### src/rtl/uart_pkg.sv
// Shared UART link definitions: default baud divider and receiver FSM states.
package uart_pkg;

  localparam int DEFAULT_BAUD_DIV = 2604;

  typedef enum logic [1:0] {
    IDLE,
    START,
    RECEIVE
  } rx_state_t;

endpackage

### src/rtl/uart_rx.sv
// 8N1 UART receiver: synchronizes RX, validates the start bit at mid-bit,
// samples data mid-bit and presents each byte with a sticky rdy flag.
module uart_rx
  import uart_pkg::*;
#(
  parameter int BAUD_DIV = DEFAULT_BAUD_DIV,
  parameter int HALF_DIV = BAUD_DIV / 2
) (
  input  logic       clk,
  input  logic       rst_n,
  input  logic       RX,
  input  logic       clr_rdy,
  output logic [7:0] rx_data,
  output logic       rdy,
  output logic       frm_err
);

  localparam logic [11:0] BAUD_RELOAD = 12'(BAUD_DIV - 1);
  localparam logic [11:0] HALF_RELOAD = 12'(HALF_DIV - 1);

  rx_state_t   state;
  logic        sync1, sync2, sync_prev;
  logic [11:0] baud_cnt;
  logic [3:0]  bit_cnt;
  logic [7:0]  shift;
  logic        rx_s, start_edge, sample;

  assign rx_s       = sync2;
  assign start_edge = sync_prev & ~sync2;
  assign sample     = (state != IDLE) && (baud_cnt == '0);

  // Synchronizer and edge flops preset high so reset release never looks like a start edge.
  always_ff @(posedge clk or negedge rst_n) begin
    if (!rst_n) begin
      sync1     <= 1'b1;
      sync2     <= 1'b1;
      sync_prev <= 1'b1;
    end else begin
      sync1     <= RX;
      sync2     <= sync1;
      sync_prev <= sync2;
    end
  end

  always_ff @(posedge clk or negedge rst_n) begin
    if (!rst_n) begin
      state    <= IDLE;
      baud_cnt <= '0;
      bit_cnt  <= '0;
      shift    <= '0;
      rx_data  <= '0;
      rdy      <= 1'b0;
      frm_err  <= 1'b0;
    end else begin
      if (clr_rdy) rdy <= 1'b0;
      case (state)
        IDLE: begin
          if (start_edge) begin
            state    <= START;
            baud_cnt <= HALF_RELOAD;
          end
        end
        START: begin
          if (sample) begin
            if (rx_s) begin
              state <= IDLE;
            end else begin
              state    <= RECEIVE;
              bit_cnt  <= '0;
              baud_cnt <= BAUD_RELOAD;
            end
          end else begin
            baud_cnt <= baud_cnt - 12'd1;
          end
        end
        RECEIVE: begin
          if (sample) begin
            baud_cnt <= BAUD_RELOAD;
            bit_cnt  <= bit_cnt + 4'd1;
            // Ninth sample is the stop bit; the completion assignment to rdy overrides clr_rdy.
            if (bit_cnt == 4'd8) begin
              rx_data <= shift;
              frm_err <= ~rx_s;
              rdy     <= 1'b1;
              state   <= IDLE;
            end else begin
              shift <= {rx_s, shift[7:1]};
            end
          end else begin
            baud_cnt <= baud_cnt - 12'd1;
          end
        end
        default: state <= IDLE;
      endcase
    end
  end

endmodule

### config.mk
export PLATFORM = sky130hd
export DESIGN_NAME = uart_rx
export DESIGN_NICKNAME = d
export VERILOG_FILES = /design/src/rtl/uart_pkg.sv /design/src/rtl/uart_rx.sv
export SDC_FILE = /design/constraint.sdc
export NUM_CORES = 1
export LEC_CHECK = 0
export BUFFER_PORTS_ARGS = -buffer_cell sky130_fd_sc_hd__buf_2
export CORE_AREA = 3 3 78 80
export DETAILED_ROUTE_END_ITERATION = 8
export DIE_AREA = 0 0 81 83
export PLACE_DENSITY_LB_ADDON = 0.25
export SYNTH_ARGS = -nofsm -noshare
export SYNTH_HDL_FRONTEND = slang
export SYNTH_SLANG_ARGS = --single-unit
### constraint.sdc
create_clock -name clk -period 2.1 [get_ports clk]
set_input_delay 0.63 -clock clk [delete_from_list [all_inputs] [get_ports clk]]
set_output_delay 0.63 -clock clk [all_outputs]
set_load 0.02 [all_outputs]
-- After elaboration in Yosys (flattened, before gate mapping)
Cells that the tools add are included.
- register bits after elaboration: 39
- input port bits: 4
- multiplexer cells: 19
- eq/ne operators: 9
- reductions and logical operators: 11
- bitwise logic cells: 3
- add/sub/neg operators: 2
- operator list (operator ; count):
    two-way mux 12 bit ; 4
    one-hot mux 12 bit (3 select lines) ; 1
    logical NOT 12 bit ; 1
    two-way mux 4 bit ; 3
    subtractor 12 x 1 -> 12 bit (second input constant) ; 1
    two-way mux 2 bit ; 5
    != test 2 bit (second input constant) ; 5
    AND reduction 3 bit ; 3
    one-hot mux 4 bit (2 select lines) ; 1
    AND reduction 4 bit ; 2
    one-hot mux 2 bit (3 select lines) ; 1
    adder 4 x 1 -> 4 bit (second input constant) ; 1
    equality test 4 bit (second input constant) ; 1
    two-way mux 1 bit ; 4
    nonzero test 2 bit ; 2
    != test 3 bit (second input constant) ; 1
    nonzero test 3 bit ; 1
    equality test 2 x 1 -> 1 bit (second input constant) ; 1
    equality test 2 bit (second input constant) ; 1
    logical NOT 2 bit ; 1
    inverter 1 bit ; 2
    AND 1 bit ; 1
    logical AND 1 bit ; 1

-- Depth between registers and ports, before layout
Gate-level depths: netlist of the first run.
- depth in word-level cells: 4
- mapped depth: 8
- depth with buffers taken out: 6

-- Least setup slack after synthesis of the first run
OpenSTA, ideal clock, no wires.
- kind: register -> register
- from: reg state[0]
- to: reg rx_data[0]
- required time: 1975 ps
- cell stages (with the launch flop): 7
- clock period less this slack: 2103 ps
- data arrival time: 1978 ps
- setup slack: -3 ps
- cells stage by stage: dfrtp_1 > inv_1 > ha_1 > nor3b_2 > nand4_4 > nor3_4 > mux2_4
- word-level cells in the longest chain between the ends: 3
- elaborated cells between the ends (all ways): 4
- classes of those cells: eq/ne: 1; reduce/logical: 3
- RTL lines (item ; RTL line ; RTL):
    start: declaration ; uart_rx.sv:21 ; rx_state_t state;
    start signal: assignment ; uart_rx.sv:47 ; state <= IDLE;
    start signal: assignment ; uart_rx.sv:59 ; state <= START;
    start signal: assignment ; uart_rx.sv:66 ; state <= IDLE;
    nonzero test 2 bit ; uart_rx.sv:30 ; assign sample = (state != IDLE) && (baud_cnt == '0);
    logical AND 1 bit ; uart_rx.sv:30 ;
    AND reduction 3 bit (no source line) (*) ; n/a ;
    end signal: assignment ; uart_rx.sv:82 ; rx_data <= shift;
    end: declaration ; uart_rx.sv:13 ; output logic [7:0] rx_data,
Every way passes the cells marked *; elsewhere a longest branch is shown, timed or not.
A chain may end at the register's enable or synchronous reset.

-- Final worst setup path of the first run
- from: reg baud_cnt[8]
- to: reg bit_cnt[3]
- word-level cells in the longest chain between the ends: 4
- elaborated cells between the ends (all ways): 5
- classes of those cells: eq/ne: 2; reduce/logical: 3
- RTL lines (item ; RTL line ; RTL):
    start: declaration ; uart_rx.sv:23 ; logic [11:0] baud_cnt;
    start signal: assignment ; uart_rx.sv:73 ; baud_cnt <= baud_cnt - 12'd1;
    start signal: assignment ; uart_rx.sv:90 ; baud_cnt <= baud_cnt - 12'd1;
    logical NOT 12 bit (*) ; uart_rx.sv:30 ;
    logical AND 1 bit (*) ; uart_rx.sv:30 ;
    != test 2 bit (no source line) ; n/a ;
    AND reduction 4 bit (no source line) (*) ; n/a ;
    end signal: assignment ; uart_rx.sv:79 ; bit_cnt <= bit_cnt + 4'd1;
    end: declaration ; uart_rx.sv:24 ; logic [3:0] bit_cnt;
Marked as above.

==> metrics.csv, run 1 <==
metric;value;unit
status;complete, no violations;
GPL Wtd Cong;0.823;
Seq cells post-synth;39;
Synth area leaders;dfrtp_1, mux2_4, mux2_2, ha_1, dfstp_2;
Fin Setup TNS;0;ns
sequential power share;40.6;%
RR Startpoint;baud_cnt[8]$_DFFE_PN0P_;
max-slew violations;0;
Rel. slew slack;72.8;%
slowest stage delay, CP;0.47;ns
WS Path Type;flip-flop to flip-flop;
DR iter-0 viols;45;
Fmax;0.508;GHz
DRC Markers;0;
Nets;218;
top_reg_cell synth;dfrtp_1;
Root Driver;clkbuf_8;
synth cell count leaders;dfrtp_1, o21ai_0, inv_1;
die area;0.00672;mm^2
total power;0.00226;W
Post CTS Setup Buffer Count;0;
num ports;14;
RR Endpoint;bit_cnt[3]$_DFFE_PN0P_;
DIE HEIGHT;83;um
Total GRT Usage;14.0;%
Distinct cells, synth;49;
post-DP HPWL;2.93;mm
RSZ-0062 raised after global routing;false;
Routed Wire Length;4.21;mm
Net Sw Power;0.000847;W
Final Hold Vio Count;0;
Setup-failing EPs final;0;
Final min period;1.97;ns
final cell count without fillers;280;
Final ANT Viol Nets;0;
crit path to;bit_cnt[3]$_DFFE_PN0P_;
cts bufs inserted;5;
Port Buffers;13;
Buf+Inv Stages, Crit Path;1;
Via density;5.29;
R2R setup slack;0.13;ns
post-synth top area share;44.1;%
number of flops mapped to enable cells by yosys;0;
core region area;0.00547;mm^2
instance count on the critical path;5;
FP Rows;27;
slowest stage cell, crit path;dfrtp_1;
crit path launch;baud_cnt[8]$_DFFE_PN0P_;
Die Wd;81;um
crit end category;flip-flop;
dpl cells;272;
pin count of the biggest net entering global routing;40;
syn_area_per_cell;11.6;um^2
synthesized area;0.00204;mm^2
Worst Tran Pin Value;0.405;ns
most frequent cell after synthesis;dfrtp_1;
Sw Share;37.6;%
ratio of cells with drive above 1 in the final layout;32.7;%
Pint;0.00141;W
Setup crit start kind;flip-flop;
R2R depth;5;
grt ovf;0;
Final Cycle Share;93.7;%
Layout area overhead;18.6;%
syn nets;188;
initial antenna violation count;0;
DR pass1 iterations;5;
clock power share;22.5;%
clk slew on worst S/H paths;0.08;ns
crit path DAT;2.14;ns
clk buf depth;2;
CP cell instances;nor4_4 > and4_1 > buf_4 > nand2_1 > a221o_1;
# diodes;0;
post-synthesis sequential area ratio;47.9;%
wire per inst;15.0;um
WP data required;2.27;ns
worst vdd ir;0.505;mV
Pwr per Cell Area;930;mW/mm^2
htree depth;2;
leading area contributor after synthesis;dfrtp_1;
clock sink count;39;
skew final;0.00628;ns
HP Class;input pin to asynchronous set/reset pin;
CTS tree;done;
first-pass GRT wire length;7.42;mm
Initial Utilization;37.4;%
via count;1482;
pre-CTS WS;0.0215;ns
leakage;1.09;nW
MaxCap Viol Count;0;
Syn. warnings;0;
Worst Slack Setup Final;0.132;ns
Worst Path Max Fanout;9;
Worst-Skew Late Latency;0.29;ns
Gate Count Post-Synth;177;
ys async rst share;100;%
vias in the first global route;1509;
Gate power share;36.9;%
CP top delay family;simple AND/OR/NAND/NOR gates;
worst register-to-register path: stages (launching register included):
cell and delay, ns:
dfrtp_1 0.47, nor4_4 0.41, and4_1 0.27, buf_4 0.19
nand2_1 0.14, a221o_1 0.37
cell usage in the layout (no fill, tap or decap), types with 2 or more instances in the layout:
master / Yosys / routed
nand3_1: 2 / 2
inv_1: 12 / 12
a31oi_1: 2 / 2
mux2_2: 10 / 10
mux2_4: 8 / 8
a21o_1: 3 / 3
o21ai_0: 15 / 15
a21oi_1: 7 / 7
dfstp_2: 3 / 3
nor4_1: 2 / 2
clkbuf_8: 0 / 5
o2bb2ai_1: 2 / 2
nor3_4: 2 / 2
buf_4: 0 / 12
buf_12: 0 / 2
and4_1: 2 / 2
nand3b_1: 3 / 3
ha_1: 7 / 6
or3_1: 2 / 2
o31ai_1: 5 / 5
o211ai_1: 3 / 3
nor2_1: 7 / 7
nand2_1: 7 / 7
dfrtp_1: 36 / 36
nor3_1: 3 / 3
clkinvlp_4: 0 / 2
mux2i_1: 4 / 4
buf_2: 2 / 13
power groups by stage:
stage               Sequential (W)  Combinational (W)  Clock, W
CTS                       0.000913           0.000813  0.000532
global route              0.000932           0.000927  0.000571
finish                    0.000916           0.000832  0.000508
detailed placement        0.000927           0.000810         0
global placement          0.000925           0.000804         0
floorplan                 0.000916           0.000522         0
repair_timing:
item                       in CTS  in global routing
hold endpoints to repair        0                  0
resized for setup               1                  4
pin swaps                       0                  1
hold buffers                    0                  0
setup endpoints to repair       4                 11
metal layers:
metal	vias up	track usage, %	routed length (um)
met2	28	20.2	1890
li1	727	-	-
met4	0	4.92	43
met5	-	0	0
met3	4	3.04	145
met1	723	20.4	2130
state kept, by name, summed over array words and instances, names as in the netlist:
signal / flops
baud_cnt: 12
bit_cnt: 4
frm_err: 1
rdy: 1
rx_data: 8
rx_s: 1
shift: 8
state: 2
sync1: 1
sync_prev: 1
per-stage QoR:
stage | util [%] | area [um^2] | hold slack, ns
after detailed placement | 42.3 | 2310 | 0.347
after CTS | 43.9 | 2400 | 0.301
after global routing | 44.3 | 2420 | 0.305
final | 44.3 | 2420 | 0.300
after global placement | 42.3 | 2310 | 0.346
after floorplan | - | 2050 | 0.334
worst min-delay path by stage:
stage,start,end,cells after the start
global route,rst_n,bit_cnt[3]$_DFFE_PN0P_,2
global placement,sync1$_DFF_PN1_,rx_s$_DFF_PN1_,0
floorplan,rst_n,baud_cnt[0]$_DFFE_PN0P_,0
CTS,rst_n,baud_cnt[1]$_DFFE_PN0P_,2
finish,rst_n,bit_cnt[1]$_DFFE_PN0P_,2
detailed placement,sync1$_DFF_PN1_,rx_s$_DFF_PN1_,0
logic make-up (layout without fill, tap and decap cells):
group           Yosys count  after routing  synth area share, %
fa+ha+maj                 7              7                 4.28
simple gates             41             41                 14.3
compound gates           52             52                 17.1
mux                      22             22                 13.3
buf+inv                  16             47                 3.06
flops                    39             39                 47.9
final cells by class:
cell class                 count  area (um^2)
clock buffer                   5         68.8
multi-input combinational    122         1030
inverter                      12         45.0
tap                           72         90.1
fill                         544         3050
clock inverter                 3         20.0
sequential                    39          980
timing repair buffer          27          195
(Power assumes the default switching activity.)
==> inputs of run 2 (changes only) <==
- clock period: 2.1 -> 1.8 ns (I/O delays scaled with it)
==> metrics.csv, run 2 (synthesis results as in run 1) <==
metric;value;unit
CP top delay family;simple AND/OR/NAND/NOR gates;
num ports;14;
Routed Wire Length;4.62;mm
fill count;496;
MaxCap Viol Count;0;
Largest regs;baud_cnt (12), rx_data (8), shift (8);
dpl cells;290;
status;finished with violations;
Pint;0.00193;W
Layout area overhead;35.0;%
sequential power share;33.8;%
vias in the first global route;1607;
cts bufs inserted;5;
Root Driver;clkbuf_8;
clk slew on worst S/H paths;0.08;ns
total power;0.00308;W
GRT met1 Usage;20.4;%
HP Class;input pin to asynchronous set/reset pin;
WP data required;1.99;ns
Pwr per Cell Area;1110;mW/mm^2
GPL Wtd Cong;0.820;
pre-CTS WS;-0.0502;ns
most common cell after layout, fill and taps aside;dfrtp_1;
Port Buffers;13;
Buf+Inv Stages, Crit Path;1;
CP cell instances;inv_2 > ha_4 > nor3b_4 > and4_4 > and3_4 > mux2_4;
Fin Setup TNS;-0.289;ns
Final Hold Vio Count;0;
via count;1600;
wire per inst;15.3;um
RR Endpoint;shift[0]$_DFFE_PN0P_;
DRC Markers;0;
RR Startpoint;baud_cnt[0]$_DFFE_PN0P_;
max-slew violations;0;
R2R depth;6;
clock power share;19.4;%
Nets;241;
CTS tree;done;
Worst-Skew Late Latency;0.30;ns
crit path launch;baud_cnt[0]$_DFFE_PN0P_;
htree depth;2;
Setup crit start kind;flip-flop;
crit path to;shift[0]$_DFFE_PN0P_;
DR pass1 iterations;4;
crit end category;flip-flop;
# diodes;0;
final cell count without fillers;303;
Reg area;980;um^2
Die Wd;81;um
Worst Slack Setup Final;-0.0409;ns
WS Path Type;flip-flop to flip-flop;
initial antenna violation count;0;
Final Cycle Share;102;%
Initial Utilization;37.4;%
Worst Tran Pin Value;0.430;ns
Total GRT Usage;14.9;%
Via density;5.28;
Rel. slew slack;71.4;%
leakage;1.23;nW
FP Rows;27;
Gate power share;46.8;%
first-pass GRT wire length;7.73;mm
DIE HEIGHT;83;um
pin count of the biggest net entering global routing;21;
slowest stage delay, CP;0.39;ns
slowest stage cell, crit path;dfrtp_1;
skew final;0.00643;ns
ratio of cells with drive above 1 in the final layout;48.5;%
R2R setup slack;-0.04;ns
worst vdd ir;0.602;mV
Biggest register;baud_cnt;
failing checks;negative setup slack;
DR iter-0 viols;54;
# hold bufs at CTS;0;
max reg flops;12;
met3 global-route usage;4.77;%
clk buf depth;2;
die area;0.00672;mm^2
Final min period;1.84;ns
core region area;0.00547;mm^2
grt ovf;0;
clock sink count;39;
GR Util met2;22.0;%
post-DP HPWL;3.30;mm
Sw Share;37.1;%
Final ANT Viol Nets;0;
instance count on the critical path;6;
Net Sw Power;0.00114;W
Fmax;0.543;GHz
Setup-failing EPs final;8;
RSZ-0062 raised after global routing;true;
crit path DAT;2.03;ns
busiest layer in global routing;met2;
commonest cells after routing, fill and taps aside;dfrtp_1, buf_4, mux2_4;
Worst Path Max Fanout;8;
area occupied by multi-input gates;0.00118;mm^2
-- run 2: cell types whose count changed in the layout (fill, tap and decap cells not counted), moves of 3 or more --
cell	delta
buf_4	+21
ha_1	-3
ha_4	+3
inv_1	-4
inv_2	+4
mux2_2	-9
mux2_4	+9
o21ai_0	-7
o21ai_1	+3
o21ai_2	+3
-- run 2: cell type report --
type / count / share of cell area [%]
Clock inverter: 2 / 0.453
Multi-Input combinational cell: 122 / 42.9
Inverter: 12 / 1.63
Tap cell: 72 / 3.26
Sequential cell: 39 / 35.5
Clock buffer: 6 / 2.63
Timing Repair Buffer: 50 / 13.6
-- run 2: how the worst min path moves through the flow --
| stage | start | end | cells past startpoint |
|---|---|---|---|
| 6_report | rst_n | rdy$_DFF_PN0_ | 1 |
| 5_1_grt | rst_n | rx_data[0]$_DFFE_PN0P_ | 1 |
| 4_1_cts | rst_n | rx_data[0]$_DFFE_PN0P_ | 1 |
| 3_5_place_dp | sync1$_DFF_PN1_ | rx_s$_DFF_PN1_ | 0 |
| 3_3_place_gp | sync1$_DFF_PN1_ | rx_s$_DFF_PN1_ | 0 |
| 2_1_floorplan | rst_n | baud_cnt[0]$_DFFE_PN0P_ | 0 |
-- run 2: worst reg2reg max path: stages, from the launching register on --
cell,delay (ns)
dfrtp_1,0.39
inv_2,0.10
ha_4,0.12
nor3b_4,0.25
and4_4,0.27
and3_4,0.28
mux2_4,0.32
-- run 2: repair_timing --
item                                    in CTS  in global routing
pin swaps                                    6                  8
setup buffers                                4                  1
endpoints found under the setup margin      21                 30
resized for setup                            7                 29
-- run 2: routing by layer --
layer | vias to the layer above | wire length (um)
li1 | 776 | -
met1 | 788 | 2170
met2 | 29 | 2160
met3 | 7 | 216
met4 | 0 | 71
met5 | - | 0
-- run 2: power groups by stage --
stage | logic [W] | clock network [W] | registers [W]
CTS | 0.00127 | 0.000620 | 0.00104
floorplan | 0.000655 | 0 | 0.00108
detailed placement | 0.00117 | 0 | 0.00105
finish | 0.00144 | 0.000596 | 0.00104
global placement | 0.00117 | 0 | 0.00105
global route | 0.00160 | 0.000655 | 0.00105
-- run 2: stage by stage --
| stage | utilization (%) | cell area [um^2] | hold slack, ns |
|---|---|---|---|
| 6_report | 50.4 | 2760 | 0.172 |
| 3_5_place_dp | 45.7 | 2500 | 0.348 |
| 4_1_cts | 48.1 | 2630 | 0.179 |
| 3_3_place_gp | 45.7 | 2500 | 0.346 |
| 2_1_floorplan | - | 2130 | 0.244 |
| 5_1_grt | 50.4 | 2760 | 0.188 |
==> inputs of run 3 (changes only) <==
- CORE_AREA: 3 3 78 80 -> 3 3 66 68
- DIE_AREA: 0 0 81 83 -> 0 0 69 71
==> metrics.csv, run 3 (synthesis results as in run 1) <==
metric;value;unit
status;finished with violations;
failing checks;negative setup slack;
Setup crit start kind;flip-flop;
clk slew on worst S/H paths;0.08;ns
grt ovf;0;
Nets;249;
WL met3;327;um
Pwr per Cell Area;1180;mW/mm^2
Setup-failing EPs final;16;
vias in the first global route;1812;
Worst Slack Setup Final;-0.119;ns
metal1 wirelength;2.52;mm
CTS tree;done;
metal2 WL;2.83;mm
max-slew violations;0;
worst vdd ir;1.11;mV
Worst Tran Pin Value;0.470;ns
FP Rows;23;
max reg flops;12;
crit path DAT;2.10;ns
Fin Hold WS;0.189;ns
Layout area overhead;39.0;%
Final min period;1.92;ns
Rel. slew slack;68.7;%
DRC Markers;0;
first-pass GRT wire length;8.74;mm
via count;1771;
post-DP HPWL;3.65;mm
Fin Setup TNS;-1.00;ns
top routing layer used;met4;
HP Class;input pin to asynchronous set/reset pin;
clock sink count;39;
cts bufs inserted;5;
Port Buffers;13;
num ports;14;
leakage;1.29;nW
# hold bufs at CTS;0;
Root Driver;clkbuf_8;
Biggest register;baud_cnt;
crit path launch;bit_cnt[0]$_DFFE_PN0P_;
Worst Path Max Fanout;5;
Routed Wire Length;5.84;mm
Fmax;0.521;GHz
Final Hold Vio Count;0;
Via density;6.13;
die area;0.00490;mm^2
Initial Utilization;52.2;%
WP data required;1.98;ns
clk buf depth;2;
WS Path Type;flip-flop to flip-flop;
skew final;0.00550;ns
commonest cells after routing, fill and taps aside;dfrtp_1, buf_4, mux2_4;
wire per inst;20.2;um
crit end category;flip-flop;
Final Cycle Share;107;%
pin count of the biggest net entering global routing;23;
Final ANT Viol Nets;0;
GPL Wtd Cong;0.866;
DR iter-0 viols;136;
Total GRT Usage;22.2;%
Die Wd;69;um
core region area;0.00391;mm^2
ratio of cells with drive above 1 in the final layout;49.8;%
htree depth;2;
RSZ-0062 raised after global routing;true;
# diodes;0;
Largest regs;baud_cnt (12), rx_data (8), shift (8);
RR Startpoint;bit_cnt[0]$_DFFE_PN0P_;
Worst-Skew Late Latency;0.29;ns
initial antenna violation count;0;
MaxCap Viol Count;0;
DIE HEIGHT;71;um
DR pass1 iterations;4;
run 3: cell types whose count changed in the layout (fill, tap and decap cells not counted), sizes merged:
cell and delta:
buf +8, bufinv +1, clkbuf -1, clkinv +1
clkinvlp -1
run 3: timing repair:
action / CTS / global route
setup endpoints to repair: 25 / 34
gates resized for setup: 9 / 33
setup buffers: 2 / 7
pin swaps: 6 / 7
run 3: worst max-delay path, cell delays in order (launching register included):
cell and delay [ns]:
dfrtp_1 0.47, inv_1 0.10, ha_1 0.16, nand3b_1 0.19, a22oi_1 0.35, o21ai_0 0.22
mux2_2 0.31
run 3: metal layers:
metal  vias to the layer above  track usage (%)
li1                        794                -
met1                       889             30.1
met2                        66             34.9
met3                        22             3.69
met4                         0             10.6
met5                         -                0
run 3: report_power, final:
group          leakage (nW)  switching, W  internal [W]
Combinational         0.725      0.000850      0.000718
Sequential            0.510     0.0000928      0.000960
Clock                0.0581      0.000328      0.000413
Total                  1.29       0.00127       0.00209
run 3: path summary, 6_finish.rpt:
| kind | to | slack, ns | cells after the start |
|---|---|---|---|
| hold / removal | baud_cnt[4]$_DFFE_PN0P_ | 0.19 | 1 |
| setup reg to reg | state[0]$_DFFE_PN0P_ | -0.12 | 6 |
| max in group asynchronous | sync_prev$_DFF_PN1_ | 1.05 | 2 |
| min in group clk | sync1$_DFF_PN1_ | 0.34 | 1 |
| hold reg to reg | rx_s$_DFF_PN1_ | 0.36 | 0 |
| setup / recovery | state[0]$_DFFE_PN0P_ | -0.12 | 6 |
run 3: final cells by class:
class / instances / area [um^2]
Clock buffer: 5 / 68.8
Clock inverter: 3 / 43.8
Fill cell: 277 / 1070
Inverter: 12 / 45.0
Multi-Input combinational cell: 122 / 1180
Sequential cell: 39 / 980
Tap cell: 50 / 62.6
Timing Repair Buffer: 58 / 463
run 3: stage by stage:
step	power (W)	instance area (um^2)	util [%]	instances	setup slack, ns
after floorplan	0.00173	2130	-	177	-0.202
after global placement	0.00226	2510	64.2	272	-0.0154
after detailed placement	0.00233	2510	64.2	272	-0.107
after CTS	0.00313	2670	68.3	282	-0.0602
after global routing	0.00352	2840	72.6	289	-0.207
final	0.00336	2840	72.6	289	-0.119
